==> src/rtl/stall_ctrl.sv <==
// Tuse/Tnew hazard controller for the five-stage MIPS pipeline: tracks the E and M
// writer records, stalls F/D on conflicts. Optional stall counter under STALL_CTRL_CNT_EN.
module stall_ctrl #(
    parameter int TNEW_W = 2
) (
    input  logic              clk,
    input  logic              reset,
    input  logic              d_j,
    input  logic              d_r,
    input  logic              d_i,
    input  logic              d_ld,
    input  logic              d_st,
    input  logic              d_jal,
    input  logic [4:0]        d_rs,
    input  logic [4:0]        d_rt,
    input  logic [4:0]        d_rd,
    output logic              stall,
    output logic [4:0]        e_wreg,
    output logic [TNEW_W-1:0] e_tnew,
    output logic [4:0]        m_wreg,
    output logic [TNEW_W-1:0] m_tnew
`ifdef STALL_CTRL_CNT_EN
    ,
    output logic [31:0]       stall_cnt
`endif
);

    // Tuse is at most 3, so compare in a width that holds both Tuse and Tnew.
    localparam int CW = (TNEW_W > 2) ? TNEW_W : 2;

    logic [1:0]        tuse_rs;
    logic [1:0]        tuse_rt;
    logic [4:0]        d_wreg;
    logic [TNEW_W-1:0] d_tnew;
    logic [CW-1:0]     tuse_rs_x;
    logic [CW-1:0]     tuse_rt_x;
    logic [CW-1:0]     e_tnew_x;
    logic [CW-1:0]     m_tnew_x;

    always_comb begin
        tuse_rs = 2'd3;
        if (d_j)
            tuse_rs = 2'd0;
        else if (d_r | d_i | d_ld | d_st)
            tuse_rs = 2'd1;

        tuse_rt = 2'd3;
        if (d_j)
            tuse_rt = 2'd0;
        else if (d_r)
            tuse_rt = 2'd1;
        else if (d_st)
            tuse_rt = 2'd2;

        d_wreg = 5'd0;
        if (d_ld)
            d_wreg = d_rt;
        else if (d_i)
            d_wreg = d_rt;
        else if (d_r)
            d_wreg = d_rd;
        else if (d_jal)
            d_wreg = d_rd;

        d_tnew = '0;
        if (d_ld)
            d_tnew = TNEW_W'(2);
        else if (d_r | d_i)
            d_tnew = TNEW_W'(1);
    end

    assign tuse_rs_x = CW'(tuse_rs);
    assign tuse_rt_x = CW'(tuse_rt);
    assign e_tnew_x  = CW'(e_tnew);
    assign m_tnew_x  = CW'(m_tnew);

    function automatic logic hazard(input logic [4:0]    wreg,
                                    input logic [CW-1:0] tnew,
                                    input logic [4:0]    src,
                                    input logic [CW-1:0] tuse);
        return (wreg != 5'd0) && (wreg == src) && (tuse < tnew);
    endfunction

    assign stall = hazard(e_wreg, e_tnew_x, d_rs, tuse_rs_x)
                 | hazard(e_wreg, e_tnew_x, d_rt, tuse_rt_x)
                 | hazard(m_wreg, m_tnew_x, d_rs, tuse_rs_x)
                 | hazard(m_wreg, m_tnew_x, d_rt, tuse_rt_x);

    // A stalled D instruction stays in F/D, so E receives a bubble instead of it.
    always_ff @(posedge clk) begin
        if (reset) begin
            e_wreg <= 5'd0;
            e_tnew <= '0;
            m_wreg <= 5'd0;
            m_tnew <= '0;
        end else begin
            m_wreg <= e_wreg;
            m_tnew <= (e_tnew == '0) ? '0 : e_tnew - TNEW_W'(1);
            if (stall) begin
                e_wreg <= 5'd0;
                e_tnew <= '0;
            end else begin
                e_wreg <= d_wreg;
                e_tnew <= d_tnew;
            end
        end
    end

`ifdef STALL_CTRL_CNT_EN
    always_ff @(posedge clk) begin
        if (reset)
            stall_cnt <= 32'd0;
        else if (stall)
            stall_cnt <= stall_cnt + 32'd1;
    end
`endif

endmodule
==> config.mk <==
export PLATFORM = sky130hd
export DESIGN_NAME = stall_ctrl
export DESIGN_NICKNAME = d
export VERILOG_FILES = /design/src/rtl/stall_ctrl.sv
export SDC_FILE = /design/constraint.sdc
export NUM_CORES = 1
export LEC_CHECK = 0
export BUFFER_PORTS_ARGS = -buffer_cell sky130_fd_sc_hd__buf_4
export CELL_PAD_IN_SITES_DETAIL_PLACEMENT = 0
export CELL_PAD_IN_SITES_GLOBAL_PLACEMENT = 1
export CORE_UTILIZATION = 35
export CTS_CLUSTER_SIZE = 24
export DETAILED_ROUTE_END_ITERATION = 12
export GPL_ROUTABILITY_DRIVEN = 1
export GPL_TIMING_DRIVEN = 0
export PLACE_DENSITY_LB_ADDON = 0.1
export SETUP_SLACK_MARGIN = 0.4
export SLEW_MARGIN = 30
export SYNTH_ARGS = -nofsm -noshare
export SYNTH_HDL_FRONTEND = slang
export SYNTH_SLANG_ARGS = --single-unit
export TNS_END_PERCENT = 50
==> constraint.sdc <==
create_clock -name clk -period 4 [get_ports clk]
set_input_delay 0.6 -clock clk [delete_from_list [all_inputs] [get_ports clk]]
set_output_delay 0.6 -clock clk [all_outputs]
set_load 0.03 [all_outputs]
==> results.cfg <==
[clock_tree]
clkTransAtPathRegs_ns = 0.09
holdBufCountCts = 0
cts_tree = done
cts_sinks = 14
numCtsBuffers = 3
clkLatencyLatePin_ns = 0.27
clockBufferDepth = 2
cts_root_buffer = clkbuf_4
cts_max_level = 1
cts_resized = 0
postCtsSetupBuffers = 0

[global_route]
gr-total-overflow = 0
busiest_layer = met2
grtUsageMet2_pct = 30.2
grt_usage_pct = 17.8
grt_pass1_vias = 792
antenna_found_initial = 0
met3_usage_pct = 2.12
use_met1_pct = 23.3
grt_pass1_wl_mm = 3.44
grt_max_degree = 11

[finish]
drive_gt1_share_pct = 35.4
final_util_pct = 53.2
fin_area_um2 = 1180
final_nets = 157
syn2layout_area_growth_pct = 42.2
diodes = 0

[synth]
synth_cell_type_count = 24
ys_seq_area_share_pct = 33.9
syn_nets = 115
avgSynthCellArea_um2 = 9.29
synthCells = 89
synth-seq-cells = 14
ys_warn_count = 0
syn-cell-area_um2 = 827

[worst_setup_path]
crit_path_top_delay_cell = or4_1
critical_path_class = in -> out
path_common_cell = buf_4
crit_required_ns = 3.40
startpoint_type = input port
cp-end-kind = output pin
path_cells = buf_4, nor2_1, ha_1, o311a_1, or4_1, a21oi_4, or2_1, buf_4
cp_max_fo = 8
slowest_delay_ns = 0.55
worst_ep_arrival_time_ns = 2.46

[sta]
fin_crit_sh_pct = 76.6
period_needed_ns = 3.06
finalHoldViolCount = 0
max_freq_ghz = 0.326
layout_setup_ws_ns = 0.935
skew_ns = 0.000420
whs_ns = 0.505
maxSlewHeadroom_pct = 71.1
fin_setup_tns_ns = 0
timing.final.max_slew_violations = 0
worstMarginPinSlew_ns = 0.433
rsz0062_at_grt = no
setup_viol = 0

[place]
dpl.hpwl_mm = 1.74
portBuffers = 37
place_ws_ns = 0.927
place_congestion = 0.741
postPlaceCellArea_um2 = 1140

[floorplan]
pin_count = 38
die_x_um = 50.6
die-area_um2 = 2560
core_um2 = 2210
die_h_um = 50.6
start_util_pct = 37.4
rows = 17

[flow_run]
maxCapViolCount = 0

[drt]
drtIter0Drc = 13
dr.pass1.iters = 4
ant_nets = 0
vias_per_cell = 4.99
totalWireLength_mm = 2.09
drc = 0
dr_total_vias = 788
wire_per_inst_um = 13.2

[pwr]
power_density_nw_per_um2 = 308
ir_worst_vdd_uv = 149
leakage_nw = 0.502

[min_path]
hp-class = reg -> reg

[run_status]
status = completed
[through the flow]
step,std cells,total power (W)
after floorplan,89,0.000220
after global placement,154,0.000264
after detailed placement,154,0.000265
after CTS,158,0.000366
after global routing,158,0.000383
final,158,0.000362
[flip-flops by register name, summed over array words and instances (netlist names)]
| name | flops |
|---|---|
| e_wreg | 5 |
| e_tnew | 2 |
| m_wreg | 5 |
| m_tnew | 2 |
[layout make-up]
class | instances | area (um2)
buffer | 2 | 7.51
clock buffer | 4 | 36.3
fill | 218 | 1040
inverter | 5 | 18.8
multi-input combinational | 68 | 520
sequential | 14 | 280
tap | 28 | 35.0
timing repair buffer | 37 | 278
[synthesized netlist by cell type]
master	count	area (um2)
ha_1	3	37.5
or2_1	1	6.26
a21oi_4	2	32.5
o21ai_0	1	5.00
nor2_1	6	22.5
inv_2	1	3.75
or4_4	1	11.3
nor4_1	5	31.3
or2_2	1	6.26
xnor2_1	12	105
inv_1	4	15.0
nand3b_1	1	7.51
or4_1	3	22.5
nor3_1	3	15.0
o311a_1	2	20.0
a2111oi_0	2	17.5
nor2b_1	5	31.3
nand2_1	2	7.51
nor4b_1	1	8.76
clkbuf_1	2	7.51
nand4_1	4	25.0
xor2_1	8	70.1
dfxtp_1	14	280
a22oi_1	5	37.5
[cell usage in the layout, fill, tap and decap left out, types with 3 or more instances in the layout]
| master | netlist | final |
|---|---|---|
| a22oi_1 | 5 | 5 |
| nor2b_1 | 5 | 5 |
| nor3_1 | 3 | 3 |
| xor2_1 | 8 | 8 |
| clkbuf_4 | 0 | 3 |
| inv_1 | 4 | 4 |
| nor4_1 | 5 | 5 |
| dfxtp_1 | 14 | 14 |
| xnor2_1 | 12 | 12 |
| nor2_1 | 6 | 6 |
| or4_1 | 3 | 3 |
| nand4_1 | 4 | 4 |
| buf_4 | 0 | 37 |
| ha_1 | 3 | 3 |
[power breakdown]
part	internal (W)	leakage [nW]	switching, W	total [W]
Combinational	0.0000506	0.366	0.0000519	0.000102
Clock	0.0000553	0.0210	0.0000457	0.000101
Sequential	0.000148	0.116	0.0000107	0.000159
[worst max-delay path, delay by kind of cell]
kind | cells | cell delay, ns
AND/OR/NAND/NOR | 3 | 0.89
adder cells (fa/ha/maj) | 1 | 0.27
AO/OA/AOI/OAI | 2 | 0.41
buffers and inverters | 2 | 0.28
[worst paths after layout]
path	start	end	slack, ns	cells after the start
min reg2reg	e_tnew[0]	m_tnew[0]	0.50	1
min	e_tnew[0]	m_tnew[0]	0.50	1
max reg2reg	m_tnew[1]	e_wreg[2]	2.13	6
max	d_r	stall	0.94	8
[routing by layer]
| metal | routed length, um | vias to the layer above |
|---|---|---|
| li1 | - | 408 |
| met1 | 1040 | 356 |
| met2 | 940 | 22 |
| met3 | 94 | 2 |
| met4 | 9 | 0 |
| met5 | 0 | - |
[cell families after synthesis]
group,Yosys count,share of synthesized area (%)
compound gates,12,13.6
fa+ha+maj,3,4.54
buf+inv,7,3.18
simple gates,33,23.6
flops,14,33.9
xor+xnor,20,21.2
(Power assumes the default switching activity.)
